==> config.mk <==
export PLATFORM = sky130hd
export DESIGN_NAME = ram_fill_engine
export DESIGN_NICKNAME = d
export VERILOG_FILES = /design/src/rtl/ram_init_pkg.sv /design/src/rtl/ram_fill_delay.sv /design/src/rtl/ram_fill_engine.sv
export SDC_FILE = /design/constraint.sdc
export NUM_CORES = 1
export LEC_CHECK = 0
export BUFFER_PORTS_ARGS = -buffer_cell sky130_fd_sc_hd__buf_2
export CORE_UTILIZATION = 31
export DETAILED_ROUTE_END_ITERATION = 12
export REMOVE_ABC_BUFFERS = 1
export SLEW_MARGIN = 20
export SYNTH_ARGS = -nofsm -noshare
export SYNTH_HDL_FRONTEND = slang
export SYNTH_SLANG_ARGS = --single-unit
==> constraint.sdc <==
create_clock -name clk -period 4.2 [get_ports clk]
set_input_delay 0 -clock clk [delete_from_list [all_inputs] [get_ports clk]]
set_output_delay 0 -clock clk [all_outputs]
set_load 0.01 [all_outputs]
==> src/rtl/ram_init_pkg.sv <==
// Shared types for the RAM fill engine.
//   fill_state_t    : controller states
//   MODE_CONST_BIT  : mode bit selecting constant fill (else identity S[i]=i)
//   MODE_VERIFY_BIT : mode bit requesting a read-back verify pass after the fill
package ram_init_pkg;

    typedef enum logic [2:0] {
        IDLE,
        FILL,
        VERIFY,
        DRAIN,
        DONE
    } fill_state_t;

    localparam int MODE_CONST_BIT  = 0;
    localparam int MODE_VERIFY_BIT = 1;

endpackage

==> src/rtl/ram_fill_delay.sv <==
// Fixed-latency shift register carrying a word plus its valid bit.
// Used to align the expected data/address of each verify read with the
// RAM read data, which arrives DEPTH cycles after the address.
//   clk, reset : clock, synchronous active-high reset (valid bits only)
//   in_vld     : valid for in_data this cycle
//   in_data    : WIDTH-bit payload
//   out_vld    : in_vld delayed by DEPTH cycles
//   out_data   : in_data delayed by DEPTH cycles
module ram_fill_delay #(
    parameter int WIDTH = 8,
    parameter int DEPTH = 1
) (
    input  logic             clk,
    input  logic             reset,
    input  logic             in_vld,
    input  logic [WIDTH-1:0] in_data,
    output logic             out_vld,
    output logic [WIDTH-1:0] out_data
);

    logic [DEPTH-1:0] vld_q;
    logic [WIDTH-1:0] data_q [DEPTH];

    always_ff @(posedge clk) begin
        if (reset) begin
            vld_q <= '0;
        end else begin
            vld_q[0] <= in_vld;
            for (int i = 1; i < DEPTH; i++) begin
                vld_q[i] <= vld_q[i-1];
            end
        end
    end

    // Payload carries no reset: it is qualified by the valid bit.
    always_ff @(posedge clk) begin
        data_q[0] <= in_data;
        for (int i = 1; i < DEPTH; i++) begin
            data_q[i] <= data_q[i-1];
        end
    end

    assign out_vld  = vld_q[DEPTH-1];
    assign out_data = data_q[DEPTH-1];

endmodule

==> src/rtl/ram_fill_engine.sv <==
// RAM fill engine: writes DEPTH words with an identity pattern (S[i]=i) or a
// constant, then optionally reads the RAM back and checks every word.
//   clk, reset   : clock, synchronous active-high reset
//   start        : begin a run (accepted only in IDLE/DONE)
//   mode         : [0] 1=constant fill, [1] 1=verify pass after fill
//   fill_value   : constant used when mode[0]=1
//   wr_en/wr_addr/wr_data : RAM write port
//   rd_addr/rd_data       : RAM read port, data RD_LATENCY cycles after address
//   busy         : high in FILL/VERIFY/DRAIN
//   done         : level, high from completion until next accepted start
//   verify_error : sticky mismatch flag, cleared on accepted start
//   error_addr   : address of the first mismatch of the run, 0 if none
module ram_fill_engine
    import ram_init_pkg::*;
#(
    parameter int DATA_W     = 8,
    parameter int DEPTH      = 256,
    parameter int RD_LATENCY = 1,
    localparam int ADDR_W    = $clog2(DEPTH)
) (
    input  logic              clk,
    input  logic              reset,
    input  logic              start,
    input  logic [1:0]        mode,
    input  logic [DATA_W-1:0] fill_value,
    output logic              wr_en,
    output logic [ADDR_W-1:0] wr_addr,
    output logic [DATA_W-1:0] wr_data,
    output logic [ADDR_W-1:0] rd_addr,
    input  logic [DATA_W-1:0] rd_data,
    output logic              busy,
    output logic              done,
    output logic              verify_error,
    output logic [ADDR_W-1:0] error_addr
);

    localparam int DCNT_W = (RD_LATENCY > 1) ? $clog2(RD_LATENCY) : 1;
    localparam int DL_W   = DATA_W + ADDR_W;
    localparam logic [ADDR_W-1:0] LAST_ADDR  = ADDR_W'(DEPTH - 1);
    localparam logic [DCNT_W-1:0] LAST_DRAIN = DCNT_W'(RD_LATENCY - 1);

    // Identity word: address zero-extended or truncated to the word width.
    function automatic logic [DATA_W-1:0] identity_word(input logic [ADDR_W-1:0] a);
        return DATA_W'(a);
    endfunction

    fill_state_t       state_q, state_d;
    logic [ADDR_W-1:0] cnt_q, cnt_d;
    logic [DCNT_W-1:0] dcnt_q, dcnt_d;
    logic              accept;
    logic [1:0]        mode_q;
    logic [DATA_W-1:0] fill_q;
    logic [DATA_W-1:0] exp_word;
    logic              rd_issue;
    logic              dl_vld;
    logic [DL_W-1:0]   dl_word;
    logic [DATA_W-1:0] dl_exp;
    logic [ADDR_W-1:0] dl_addr;

    // Next-state logic. Terminal test is cnt==DEPTH-1 so a full power-of-two
    // address space never needs a counter wider than ADDR_W.
    always_comb begin
        state_d = state_q;
        cnt_d   = cnt_q;
        dcnt_d  = dcnt_q;
        accept  = 1'b0;
        case (state_q)
            IDLE, DONE: begin
                if (start) begin
                    accept  = 1'b1;
                    state_d = FILL;
                    cnt_d   = '0;
                end
            end
            FILL: begin
                if (cnt_q == LAST_ADDR) begin
                    cnt_d   = '0;
                    state_d = mode_q[MODE_VERIFY_BIT] ? VERIFY : DONE;
                end else begin
                    cnt_d = cnt_q + ADDR_W'(1);
                end
            end
            VERIFY: begin
                if (cnt_q == LAST_ADDR) begin
                    cnt_d   = '0;
                    dcnt_d  = '0;
                    state_d = DRAIN;
                end else begin
                    cnt_d = cnt_q + ADDR_W'(1);
                end
            end
            DRAIN: begin
                // Last read still in flight; hold until its compare has landed.
                if (dcnt_q == LAST_DRAIN) begin
                    state_d = DONE;
                end else begin
                    dcnt_d = dcnt_q + DCNT_W'(1);
                end
            end
            default: state_d = IDLE;
        endcase
    end

    always_ff @(posedge clk) begin
        if (reset) begin
            state_q <= IDLE;
            cnt_q   <= '0;
            dcnt_q  <= '0;
        end else begin
            state_q <= state_d;
            cnt_q   <= cnt_d;
            dcnt_q  <= dcnt_d;
        end
    end

    // Run configuration is captured only when a start is accepted, so
    // input changes during a run have no effect.
    always_ff @(posedge clk) begin
        if (accept) begin
            mode_q <= mode;
            fill_q <= fill_value;
        end
    end

    assign exp_word = mode_q[MODE_CONST_BIT] ? fill_q : identity_word(cnt_q);
    assign rd_issue = (state_q == VERIFY);

    // Stage boundary: expected word and address ride alongside the RAM read.
    ram_fill_delay #(
        .WIDTH(DL_W),
        .DEPTH(RD_LATENCY)
    ) u_delay (
        .clk     (clk),
        .reset   (reset),
        .in_vld  (rd_issue),
        .in_data ({exp_word, cnt_q}),
        .out_vld (dl_vld),
        .out_data(dl_word)
    );

    assign dl_exp  = dl_word[DL_W-1:ADDR_W];
    assign dl_addr = dl_word[ADDR_W-1:0];

    // First mismatch wins; later mismatches only keep the flag set.
    always_ff @(posedge clk) begin
        if (reset) begin
            verify_error <= 1'b0;
            error_addr   <= '0;
        end else if (accept) begin
            verify_error <= 1'b0;
            error_addr   <= '0;
        end else if (dl_vld && (rd_data != dl_exp)) begin
            verify_error <= 1'b1;
            if (!verify_error) begin
                error_addr <= dl_addr;
            end
        end
    end

    assign wr_en   = (state_q == FILL);
    assign wr_addr = wr_en ? cnt_q : '0;
    assign wr_data = wr_en ? exp_word : '0;
    assign rd_addr = rd_issue ? cnt_q : '0;
    assign busy    = (state_q == FILL) || (state_q == VERIFY) || (state_q == DRAIN);
    assign done    = (state_q == DONE);

endmodule
==> run summary <==
IO Port Bufs: 56
Clk buf depth: 2
Placer Congestion: 0.768
Placed cell count: 311
WP data arrival: 2.28 ns
Pwr/cell area: 327 mW/mm2
Synth Register Bits: 47
Die Area: 0.00677 mm2
Worst Setup Slack, final: 2.14 ns
Skew final: 0.00856 ns
Final Setup Violations: 0
Most common cell in the synthesized netlist: dfxtp_1
Via count: 1552
# fillers: 613
Pins over their slew limit: 0
Top cell type's share of synthesized area: 0.370
Slew HR: 0.326
Dominant combinational cell family by area after synthesis: simple AND/OR/NAND/NOR gates
Iteration-0 DRC Markers: 66
Clock transition at path regs: 0.08 ns
Setup TNS: 0 ns
Synth area leader: dfxtp_1
Wirelength, routed: 4390 um
CP Capture Type: flop
Main synth FF type: dfxtp_1
Number of synthesized flops with an enable pin: 10
Global-route wire length before repair: 6990 um
Final cell count without fillers: 330
Slew @ Worst Pin: 1.00 ns
Detailed placement HPWL: 3180 um
H-Tree Level Count: 2
Diodes inserted: 0
Number of CTS-inserted buffers: 5
Crit Path Category: flop to flop
Async set-reset flop share out of synthesis: 0
Fin nets: 276
Average routed wire per standard cell: 13.3 um
Initial Util: 0.330
Clk sinks: 47
MaxCap Viol Count: 0
Multiplexer share of the synthesized area: 0.0901
Util after Layout: 0.415
Die Ht: 82.3 um
RSZ-0062 raised after global routing: false
Startpoint Class: flop
Post-place setup slack: 2.16 ns
Synth Area in Simple Gates: 0.205
Synthesis-to-layout area growth: 25.9%
Initial antenna violation count: 0
XOR/XNOR Fraction of Synth Area: 0.0438
Synth cell count leaders: dfxtp_1 (37), nand2_1 (22), and3_1 (16), and2_1 (11), edfxtp_1 (10)
DRT Pass-1 Iters: 4
Total congestion overflow: 0
DRC: 0
Die X-Extent: 82.3 um
Synth Cell Area: 0.00200 mm2
Placeable Area: 0.00606 mm2
Synth Area in Adders: 0.00626
WHS: 0.0291 ns
Critical Path Fanout Max: 14
Syn avg cell area: 10.6 um2
Status: completed
Placed inst area: 0.00232 mm2
Fin. Hold Viols: 0
Static leakage: 1.12 nW
Largest net degree at the start of global routing: 24
Post-route cell area: 0.00252 mm2
YS warnings: 0
TritonCTS clock tree: done
Top-Level Pins: 57
Worst min-delay path class: input port to flop
Clk Latency, worst-skew pair: 0.29 ns
Std-Cell Rows: 28
Peak VDD IR: 155 uV
Max Clk Rate: 485 MHz
Vias per cell: 4.70
All-Layer GR Usage: 0.140
Synth unique cells: 40
Complex-gate fraction of the synthesized area: 0.101
Crit path time final: 2.06 ns
Cells after Synth: 189
Total chip power: 0.823 mW
Required time of the worst setup path: 4.42 ns
Number of global-route vias before repair: 1457
Leading post-synthesis cells by cell area: dfxtp_1 (37%), edfxtp_1 (15%), and3_1 (5.0%)
Period Utilization, post-route: 0.491
Post-route ant nets: 0
Share of cells above drive strength 1: 0.314
Postcts setup bufs: 0
Clk root buf: clkbuf_8
Sequential area share after synthesis: 0.521
## sequential cells by signal, summed over array words and instances, names as in the netlist
name and cells:
error_addr 8, fill_q 8, state_q 3, cnt_q 8, u_delay.data_q 16, verify_error 1, u_delay.out_vld 1, mode_q 2
## report_power, final
group,internal (mW),switching (mW),total [mW]
clock network,0.117,0.141,0.258
registers,0.477,0.0134,0.490
logic,0.0365,0.0379,0.0745
## worst paths after layout
path / from / end / slack, ns / depth (start not counted)
worst max-delay path: state_q[2]$_SDFFE_PP0P_ / cnt_q[3]$_SDFFE_PP0P_ / 2.14 / 4
worst min-delay path: start / state_q[0]$_SDFFE_PP0P_ / 0.03 / 3
worst max register to register: state_q[2]$_SDFFE_PP0P_ / cnt_q[3]$_SDFFE_PP0P_ / 2.14 / 4
worst min register to register: cnt_q[7]$_SDFFE_PP0P_ / u_delay.data_q[0][7]$_DFF_P_ / 0.44 / 0
## layout by cell type, fill, tap and decap left out, types with 2 or more instances in the layout
cell / Yosys / final
inv_1: 4 / 4
or4_1: 3 / 3
dlygate4sd3_1: 0 / 11
and3_1: 16 / 16
or3_1: 4 / 4
a21oi_1: 8 / 8
xor2_1: 9 / 9
nor3_1: 2 / 2
nand3_1: 2 / 2
mux2i_1: 9 / 9
o21ai_1: 2 / 2
nor2_1: 7 / 7
nor4_2: 2 / 2
o21ai_0: 2 / 2
clkbuf_8: 0 / 5
and2_1: 11 / 11
nand2_1: 22 / 22
edfxtp_1: 10 / 10
nand2b_1: 3 / 3
dfxtp_1: 37 / 37
buf_2: 1 / 56
mux2_2: 8 / 8
o31ai_1: 2 / 2
## worst max-delay path, stage by stage (launching register included)
cell,delay [ns]
dfxtp_1,0.55
and2b_1,0.24
o31ai_2,0.83
o21ai_0,0.21
a21oi_1,0.16
## area by class of cell
| type | count | area (um2) | share of cell area |
|---|---|---|---|
| Timing Repair Buffer | 67 | 390 | 0.155 |
| Clock inverter | 2 | 11.3 | 0.00447 |
| Clock buffer | 6 | 72.6 | 0.0288 |
| Sequential cell | 47 | 1040 | 0.414 |
| Inverter | 4 | 15.0 | 0.00596 |
| Tap cell | 75 | 93.8 | 0.0373 |
| Multi-Input combinational cell | 129 | 893 | 0.355 |
## per-layer routing
layer	track usage	up-vias	part of all wire
li1	-	785	-
met1	0.188	715	0.49
met4	0.0737	0	0.033
met3	0.0308	10	0.044
met2	0.210	42	0.43
met5	0	-	0
## kinds of logic (layout without fill, tap and decap cells)
kind of cell | count (synthesis) | after routing
AOI/OAI and AO/OA | 26 | 26
buffers and inverters | 13 | 79
muxes | 17 | 17
DFF | 47 | 47
and+or+nand+nor | 75 | 75
xor gates and xnor gates | 10 | 10
adders and majority gates | 1 | 1
## timing repair
item                      4_1_cts  5_1_grt
gates resized for setup         0        0
hold buffers                   11        0
hold endpoints to repair       12        0
Power figures use the tool's default switching activity.
